### src/rtl/pipelined_subtractor16.sv
`default_nettype none
// ============================================================================
// pipelined_subtractor16 : two-stage a - b - bIn, low half then high half,
//                          valid/ready on both sides.  Rev 1.0
// ============================================================================
module pipelined_subtractor16 #(
  parameter int WIDTH = 16
) (
  input  logic             clk,
  input  logic             rstN,
  input  logic             inValid,
  output logic             inReady,
  input  logic [WIDTH-1:0] a,
  input  logic [WIDTH-1:0] b,
  input  logic             bIn,
  output logic             outValid,
  input  logic             outReady,
  output logic [WIDTH-1:0] diff,
  output logic             bOut,
  output logic             overflow
);

  localparam int HALF = WIDTH / 2;

  logic            s1ValidQ, s1ValidD;
  logic [HALF-1:0] s1DiffLoQ, s1DiffLoD;
  logic            s1BorrowQ, s1BorrowD;
  logic [HALF-1:0] s1AHiQ, s1AHiD;
  logic [HALF-1:0] s1BHiQ, s1BHiD;

  logic             s2ValidQ, s2ValidD;
  logic [WIDTH-1:0] diffQ, diffD;
  logic             bOutQ, bOutD;
  logic             ovfQ, ovfD;

  logic          s2Adv;
  logic          inXfer;
  logic [HALF:0] loSum;
  logic [HALF:0] hiSum;

  assign s2Adv   = !s2ValidQ || outReady;
  assign inReady = !s1ValidQ || s2Adv;
  assign inXfer  = inValid && inReady;

  // Subtraction as a + ~b + carry, carry-in of the low half is ~bIn
  assign loSum = {1'b0, a[HALF-1:0]} + {1'b0, ~b[HALF-1:0]} + {{HALF{1'b0}}, ~bIn};
  assign hiSum = {1'b0, s1AHiQ} + {1'b0, ~s1BHiQ} + {{HALF{1'b0}}, ~s1BorrowQ};

  always_comb begin
    s1ValidD  = s1ValidQ;
    s1DiffLoD = s1DiffLoQ;
    s1BorrowD = s1BorrowQ;
    s1AHiD    = s1AHiQ;
    s1BHiD    = s1BHiQ;
    if (inXfer) begin
      s1ValidD  = 1'b1;
      s1DiffLoD = loSum[HALF-1:0];
      s1BorrowD = ~loSum[HALF];
      s1AHiD    = a[WIDTH-1:HALF];
      s1BHiD    = b[WIDTH-1:HALF];
    end else if (s2Adv) begin
      s1ValidD = 1'b0;
    end

    s2ValidD = s2ValidQ;
    diffD    = diffQ;
    bOutD    = bOutQ;
    ovfD     = ovfQ;
    if (s2Adv) begin
      s2ValidD = s1ValidQ;
      if (s1ValidQ) begin
        diffD = {hiSum[HALF-1:0], s1DiffLoQ};
        bOutD = ~hiSum[HALF];
        // Sign bits of the operands are the MSBs of the stored high halves
        ovfD  = (s1AHiQ[HALF-1] != s1BHiQ[HALF-1]) &&
                (hiSum[HALF-1] != s1AHiQ[HALF-1]);
      end
    end
  end

  always_ff @(posedge clk or negedge rstN) begin
    if (!rstN) begin
      s1ValidQ  <= 1'b0;
      s1DiffLoQ <= '0;
      s1BorrowQ <= 1'b0;
      s1AHiQ    <= '0;
      s1BHiQ    <= '0;
      s2ValidQ  <= 1'b0;
      diffQ     <= '0;
      bOutQ     <= 1'b0;
      ovfQ      <= 1'b0;
    end else begin
      s1ValidQ  <= s1ValidD;
      s1DiffLoQ <= s1DiffLoD;
      s1BorrowQ <= s1BorrowD;
      s1AHiQ    <= s1AHiD;
      s1BHiQ    <= s1BHiD;
      s2ValidQ  <= s2ValidD;
      diffQ     <= diffD;
      bOutQ     <= bOutD;
      ovfQ      <= ovfD;
    end
  end

  assign outValid = s2ValidQ;
  assign diff     = diffQ;
  assign bOut     = bOutQ;
  assign overflow = ovfQ;

endmodule
`default_nettype wire

### config.mk
export PLATFORM = sky130hd
export DESIGN_NAME = pipelined_subtractor16
export DESIGN_NICKNAME = d
export VERILOG_FILES = /design/src/rtl/pipelined_subtractor16.sv
export SDC_FILE = /design/constraint.sdc
export NUM_CORES = 1
export LEC_CHECK = 0
export ABC_AREA = 1
export CAP_MARGIN = 20
export CORE_MARGIN = 4
export CORE_UTILIZATION = 35
export CTS_BUF_LIST = sky130_fd_sc_hd__clkbuf_16
export CTS_CLUSTER_DIAMETER = 80
export DETAILED_ROUTE_END_ITERATION = 6
export PLACE_DENSITY = 0.65
export SYNTH_ARGS = -nofsm -noshare
export SYNTH_HDL_FRONTEND = slang
export SYNTH_SLANG_ARGS = --single-unit
### constraint.sdc
create_clock -name clk -period 3.55 [get_ports clk]
set_input_delay 1.065 -clock clk [delete_from_list [all_inputs] [get_ports clk]]
set_output_delay 1.065 -clock clk [all_outputs]
set_load 0.03 [all_outputs]
==> impl_table.tex, run 1 <==
\begin{tabular}{lr}
\hline
Metric & Value \\
\hline
\multicolumn{2}{l}{\textbf{Detailed routing}} \\
Number of vias per cell & 4.32 \\
Average wire per standard cell & between 10 and 15 um \\
Vias after detailed routing & 2044 \\
Count of TritonRoute iterations in the first routing pass & 6 \\
Violation count after the first detailed-routing iteration & 66 \\
Aggregate routed wire length & 5090 um \\
Remaining antenna violation count after routing & 0 \\
Number of design rule violations left after detail routing & 0 \\
\multicolumn{2}{l}{\textbf{Synthesis}} \\
Cell area after synthesis & approximately 0.0025 sq mm \\
Avg Cell Area, Syn & $\sim$8 sq um \\
Warning count from the yosys run & 0 \\
Sequential cell area fraction in the yosys report & between 40\% and 50\% \\
Post-synthesis instance total & 319 \\
Syn\_nets & 374 \\
Count of different cell masters after synthesis & 23 \\
Flop and latch count out of synthesis & 45 \\
\multicolumn{2}{l}{\textbf{STA}} \\
Final hold violations & 0 \\
Final sum of negative setup slack & 0 ps \\
Setup slack of the critical path after layout & 133 ps \\
Final Max Tran Viols & 0 \\
Maximum clock frequency & 293 MHz \\
Setup-failing EPs final & 0 \\
Post-Route Skew & approximately 3.8 ps \\
Final critical-path share of the clock period & 96.3\% \\
Unrepaired setup endpoints after global routing & no \\
Actual slew at the worst max-slew pin & 961 ps \\
Rel. slew slack & 35.9\% \\
Shortest period the worst path allows & 3420 ps \\
\multicolumn{2}{l}{\textbf{Clock network}} \\
Num CTS Buffers & 5 \\
Clock tree from TritonCTS & yes \\
\# hold bufs at CTS & 0 \\
Setup fix buffers added after clock tree synthesis & 0 \\
Clk root buf & sky130\_fd\_sc\_hd\_\_clkbuf\_16 \\
Number of buffers on the longest clock path & 2 \\
Total number of H-tree levels & 2 \\
Number of clock sinks & 45 \\
Total of cells resized after clock tree synthesis & 0 \\
Clock Latency Late Sink & 280 ps \\
Clock transition time at the flip-flop clock pins of the worst setup and hold paths & 60 ps \\
\multicolumn{2}{l}{\textbf{Layout}} \\
Filler Cell Count & 704 \\
Most frequent standard cell in the layout excluding fill and tap cells & sky130\_fd\_sc\_hd\_\_nand2\_1 \\
Final Net Count & 431 \\
Total area of multi-input combinational cells & 0.00118 sq mm \\
Number of diodes & 0 \\
Flip-flop and latch area & $\sim$0.0011 sq mm \\
P\&R area growth vs syn & 30.3\% \\
Highest-count cells in the layout ignoring fill and taps & sky130\_fd\_sc\_hd\_\_nand2\_1, sky130\_fd\_sc\_hd\_\_clkdlybuf4s50\_1, sky130\_fd\_sc\_hd\_\_dfrtp\_1, sky130\_fd\_sc\_hd\_\_inv\_1, sky130\_fd\_sc\_hd\_\_nand3\_1 \\
Share of layout cells above drive strength 1 & 6.90\% \\
\multicolumn{2}{l}{\textbf{Global route}} \\
Largest net degree at the start of global routing & 46 \\
Vias in the first global route & 1969 \\
Aggregate global routing overflow & 0 \\
First-pass GRT wire length & 8710 um \\
Number of antenna violations at the first check in global routing & 0 \\
Overall global routing resource usage & $\sim$12\% \\
\multicolumn{2}{l}{\textbf{Die}} \\
Ports & between 50 and 60 \\
Die outline area & 0.00868 sq mm \\
Initial Util & 36.8\% \\
Die Span X & 93.2 um \\
Height of the die & 93.2 um \\
Area of the core & a little under 0.007 sq mm \\
Number of cell rows & 30 \\
\multicolumn{2}{l}{\textbf{Placement}} \\
Post-Place Worst Slack & 114 ps \\
Count of port buffers added during placement & 56 \\
Final weighted congestion of routability-driven global placement & 0.818 \\
Post-detail-place hpwl & 3890 um \\
\multicolumn{2}{l}{\textbf{Critical path}} \\
Max incr delay on CP & around 680 ps \\
Crit-path max FO & 3 \\
Arrival time of data at the critical path endpoint & 2350 ps \\
Critical path data required time & 2480 ps \\
Critical path's most frequent cell & sky130\_fd\_sc\_hd\_\_clkdlybuf4s50\_1 \\
Endpoint class of the critical path & output port \\
Nature of the critical path startpoint & input port \\
Setup CP Type & input port to output port \\
Highest-delay cell along the critical path & sky130\_fd\_sc\_hd\_\_clkdlybuf4s50\_1 \\
Series of cell instances along the critical path & clkdlybuf4s50\_1 -> inv\_1 -> nand3\_2 -> clkdlybuf4s50\_1 \\
\multicolumn{2}{l}{\textbf{Power}} \\
Ratio of total power to cell area & 610 mW/mm\^{}2 \\
Peak supply drop & 0.000203 V \\
Static Leak & 1.71 nW \\
\multicolumn{2}{l}{\textbf{Worst hold path}} \\
Worst Hold Class & flop to flop \\
\multicolumn{2}{l}{\textbf{Run}} \\
MaxCap Viol Count & 0 \\
\multicolumn{2}{l}{\textbf{Status}} \\
Outcome & completed \\
\hline
\end{tabular}
## per-layer routing
layer	up-vias	track usage [%]	wire length [um]
met1	899	17.3	2530
li1	1097	-	-
met3	6	2.65	253
met2	42	18.9	2230
met5	-	0	0
met4	0	4.03	76
## critical path, delay by kind of cell
family	cells	cell delay (ps)
AND/OR/NAND/NOR	1	90
buffers and inverters	3	1200
## cell type report
cell class | instances | share of cell area (%)
inverter | 45 | 5.18
clock inverter | 3 | 0.568
sequential | 45 | 34.1
clock buffer | 5 | 3.78
multi-input combinational | 222 | 35.8
tap | 96 | 3.63
timing repair buffer | 57 | 17.0
## metrics by stage
step / cells / area [sq um] / hold slack, ps / power (mW) / utilization, %
2_1_floorplan: 319 / 2540 / 442 / 1.28 / -
3_3_place_gp: 465 / 3160 / 454 / 1.57 / 45.8
3_5_place_dp: 465 / 3160 / 464 / 1.59 / 45.8
4_1_cts: 473 / 3310 / 481 / 2.04 / 47.9
5_1_grt: 473 / 3310 / 499 / 2.16 / 47.9
6_report: 473 / 3310 / 478 / 2.02 / 47.9
## power breakdown
group          switching, mW  total [mW]  internal, mW
clock network          0.186       0.444         0.258
registers             0.0713       0.723         0.651
logic                  0.503       0.852         0.349
## cells by family (layout without fill, tap and decap cells)
kind of cell | count (synthesis) | count (layout) | synth area share (%)
simple gates | 173 | 173 | 27.8
buf+inv | 52 | 110 | 9.07
flops | 45 | 45 | 44.4
compound gates | 27 | 27 | 7.34
fa+ha+maj | 18 | 18 | 10.1
xor+xnor | 4 | 4 | 1.38
## worst paths after layout
check	start	endpoint	slack (ps)	cells after the start
worst min register to register	s1DiffLoQ[1]	diff[1]	480	2
worst min-delay path	s1DiffLoQ[1]	diff[1]	480	2
worst max-delay path	outReady	inReady	130	4
worst max register to register	s1BorrowQ	diff[14]	1660	8
min in group asynchronous	rstN	s1DiffLoQ[2]	940	1
max in group asynchronous	rstN	overflow	2020	1
## Yosys cell counts, drive strengths merged
library cell | n | area (sq um)
a21oi | 8 | 43.8
and2 | 1 | 6.26
buf | 7 | 58.8
dfrtp | 45 | 1130
fa | 4 | 80.1
ha | 14 | 175
inv | 45 | 171
nand2 | 138 | 526
nand3 | 23 | 125
nand4 | 3 | 18.8
nor2 | 8 | 30.0
o21a | 1 | 7.51
o21ai | 17 | 123
o22ai | 1 | 12.5
xnor2 | 4 | 35.0
## state kept, by name, indices dropped and copies added (netlist names)
name,cells
bOut,1
diff,16
outValid,1
overflow,1
s1AHiQ,8
s1BHiQ,8
s1BorrowQ,1
s1DiffLoQ,8
s1ValidQ,1
Note: power is estimated with default switching activity, not from simulation.
==> inputs of run 2 (changes only) <==
==> constraint.sdc (replaced) <==
create_clock -name clk -period 3.8 [get_ports clk]
set_input_delay 1.14 -clock clk [delete_from_list [all_inputs] [get_ports clk]]
set_output_delay 1.14 -clock clk [all_outputs]
set_load 0.03 [all_outputs]
==> impl_table.tex, run 2 (same netlist as run 1, synthesis figures left out) <==
\begin{tabular}{lr}
\hline
Metric & Value \\
\hline
\multicolumn{2}{l}{\textbf{Placement}} \\
Final weighted congestion of routability-driven global placement & 0.811 (was 0.818) \\
Count of port buffers added during placement & 56 (unchanged) \\
Cell count after placement & 465 (unchanged) \\
Post-detail-place hpwl & 3940 um (was 3890 um) \\
\multicolumn{2}{l}{\textbf{Clock network}} \\
Clock Latency Late Sink & 280 ps (about the same) \\
Clk root buf & sky130\_fd\_sc\_hd\_\_clkbuf\_16 (unchanged) \\
\# hold bufs at CTS & 0 (unchanged) \\
Number of clock sinks & 45 (unchanged) \\
Setup fix buffers added after clock tree synthesis & 0 (unchanged) \\
Clock tree from TritonCTS & yes (unchanged) \\
Total of cells resized after clock tree synthesis & 0 (unchanged) \\
Number of buffers on the longest clock path & 2 (unchanged) \\
Total number of H-tree levels & 2 (unchanged) \\
Clock transition time at the flip-flop clock pins of the worst setup and hold paths & 60 ps (about the same) \\
Num CTS Buffers & 5 (unchanged) \\
\multicolumn{2}{l}{\textbf{Critical path}} \\
Endpoint class of the critical path & output port (unchanged) \\
Nature of the critical path startpoint & input port (unchanged) \\
Arrival time of data at the critical path endpoint & 2430 ps (was 2350 ps) \\
Max incr delay on CP & 680 ps (about the same) \\
Crit-path max FO & 3 (unchanged) \\
Critical path's most frequent cell & sky130\_fd\_sc\_hd\_\_clkdlybuf4s50\_1 (unchanged) \\
Kind of cell adding the most delay to the critical path & buffers and inverters (unchanged) \\
Setup CP Type & input port to output port (unchanged) \\
Highest-delay cell along the critical path & sky130\_fd\_sc\_hd\_\_clkdlybuf4s50\_1 (unchanged) \\
Combined buffer and inverter count along the critical path & 3 (unchanged) \\
Series of cell instances along the critical path & clkdlybuf4s50\_1 -> inv\_1 -> nand3\_2 -> clkdlybuf4s50\_1 (unchanged) \\
Critical path data required time & 2660 ps (was 2480 ps) \\
\multicolumn{2}{l}{\textbf{Global route}} \\
Vias in the first global route & 1972 (was 1969) \\
Overall global routing resource usage & 12.3\% (about the same) \\
Largest net degree at the start of global routing & 46 (unchanged) \\
Aggregate global routing overflow & 0 (unchanged) \\
Number of antenna violations at the first check in global routing & 0 (unchanged) \\
First-pass GRT wire length & 8740 um (was 8710 um) \\
\multicolumn{2}{l}{\textbf{STA}} \\
Setup-failing EPs final & 0 (unchanged) \\
Final hold violations & 0 (unchanged) \\
Final Max Tran Viols & 0 (unchanged) \\
Unrepaired setup endpoints after global routing & no (unchanged) \\
Actual slew at the worst max-slew pin & 428 ps (was 961 ps) \\
Rel. slew slack & 71.5\% (was 35.9\%) \\
Final critical-path share of the clock period & 93.9\% \\
Maximum clock frequency & approximately 280 MHz \\
Post-Route Skew & 2.47 ps (was 3.80 ps) \\
Shortest period the worst path allows & between 3000 and 4000 ps \\
Final sum of negative setup slack & 0 ps (unchanged) \\
Hold\_ws & 475 ps (was 478 ps) \\
\multicolumn{2}{l}{\textbf{Layout}} \\
Share of layout cells above drive strength 1 & 7.14\% (was 6.90\%) \\
Filler Cell Count & 690 (was 704) \\
Most frequent standard cell in the layout excluding fill and tap cells & sky130\_fd\_sc\_hd\_\_nand2\_1 (unchanged) \\
Share of the core filled with cells in the final layout & 48.5\% (was 47.9\%) \\
Highest-count cells in the layout ignoring fill and taps & sky130\_fd\_sc\_hd\_\_nand2\_1, sky130\_fd\_sc\_hd\_\_clkdlybuf4s50\_1, sky130\_fd\_sc\_hd\_\_dfrtp\_1, sky130\_fd\_sc\_hd\_\_inv\_1, sky130\_fd\_sc\_hd\_\_nand3\_1 (unchanged) \\
P\&R area growth vs syn & 31.9\% (was 30.3\%) \\
Final Net Count & 432 (was 431) \\
Largest register FFs & 16 (unchanged) \\
Flip-flop and latch area & 0.00113 sq mm (unchanged) \\
Number of diodes & 0 (unchanged) \\
Non-filler instance count after layout & 474 (was 473) \\
Total area of multi-input combinational cells & 0.00118 sq mm (unchanged) \\
\multicolumn{2}{l}{\textbf{Die}} \\
Ports & 57 (unchanged) \\
Die outline area & 0.00868 sq mm (unchanged) \\
Initial Util & 36.8\% (unchanged) \\
Area of the core & 0.00691 sq mm (unchanged) \\
Die Span X & 93.2 um (unchanged) \\
Number of cell rows & 30 (unchanged) \\
Height of the die & 93.2 um (unchanged) \\
\multicolumn{2}{l}{\textbf{Detailed routing}} \\
Count of TritonRoute iterations in the first routing pass & 5 (was 6) \\
Vias after detailed routing & 2082 (was 2044) \\
Aggregate routed wire length & 5100 um (was 5090 um) \\
Remaining antenna violation count after routing & 0 (unchanged) \\
Number of vias per cell & 4.39 (was 4.32) \\
Average wire per standard cell & 10.8 um (about the same) \\
Number of design rule violations left after detail routing & 0 (unchanged) \\
Violation count after the first detailed-routing iteration & 100 (was 66) \\
\multicolumn{2}{l}{\textbf{Status}} \\
Outcome & completed (unchanged) \\
\multicolumn{2}{l}{\textbf{Power}} \\
Peak supply drop & 0.000172 V (was 0.000203 V) \\
Static Leak & 1.73 nW (was 1.71 nW) \\
Int Power & 1.24 mW (was 1.26 mW) \\
Final total power & 1.95 mW (was 2.02 mW) \\
Ratio of total power to cell area & 581 mW/mm\^{}2 (was 610 mW/mm\^{}2) \\
Proportion of power drawn by flip-flops and latches & 34.7\% (was 35.8\%) \\
Power spent charging and discharging nets & 0.702 mW (was 0.760 mW) \\
Switching share of total power & 36.1\% (was 37.7\%) \\
Fraction of power consumed by the clock network & 24.4\% (was 22.0\%) \\
Comb power frac & 40.9\% (was 42.2\%) \\
\multicolumn{2}{l}{\textbf{Run}} \\
MaxCap Viol Count & 0 (unchanged) \\
\multicolumn{2}{l}{\textbf{Worst hold path}} \\
Worst Hold Class & flop to flop (unchanged) \\
\hline
\end{tabular}
## run 2: cell count changes in the layout (fill, tap and decap cells not counted)
cell	change
sky130_fd_sc_hd__bufinv_16	+1
sky130_fd_sc_hd__buf_12	+1
sky130_fd_sc_hd__clkinvlp_4	-1
sky130_fd_sc_hd__clkinv_1	+1
sky130_fd_sc_hd__inv_1	-1
## run 2: worst paths after layout
| kind | start | cells past startpoint | slack (ps) | to |
|---|---|---|---|---|
| max reg2reg | s1BorrowQ | 8 | 1940 | diff[12] |
| min reg2reg | overflow | 2 | 470 | overflow |
| min in group asynchronous | rstN | 1 | 800 | s1BHiQ[1] |
| min | overflow | 2 | 470 | overflow |
| max in group asynchronous | rstN | 2 | 2520 | bOut |
| max | outReady | 4 | 230 | inReady |
## run 2: worst min-delay path, cell delays in order (launching register included)
cell and delay, ps:
sky130_fd_sc_hd__dfrtp_1 340, sky130_fd_sc_hd__nand2_1 50, sky130_fd_sc_hd__nand2_1 50
## run 2: power groups by stage
stage               clock (mW)  sequential [mW]  combinational (mW)
floorplan                    0            0.843               0.349
global placement             0            0.681               0.788
detailed placement           0            0.684               0.800
CTS                      0.488            0.677               0.805
global route             0.501            0.695               0.884
finish                   0.474            0.676               0.797
## run 2: cell type report
type                    count  area share, %
clock inverters             3           1.23
well taps                  96           3.59
inverters                  45           5.12
repair buffers             58           17.4
clock buffers               5           3.74
multi-input cells         222           35.3
flip-flops and latches     45           33.6
## run 2: layer usage
metal  up-vias  track usage (%)  wire (um)  share of wire, %
met5         -                0          0                 0
met4         0             3.66         62               1.2
met3         4             2.65        245               4.8
met2        43             19.7       2330                46
met1       933             16.7       2460                48
li1       1102                -          -                 -
## run 2: stage by stage
| step | area [sq um] | setup WS (ps) |
|---|---|---|
| floorplan | 2540 | 1260 |
| global placement | 3160 | 250 |
| detailed placement | 3160 | 220 |
| CTS | 3330 | 221 |
| global route | 3350 | 184 |
| finish | 3350 | 231 |
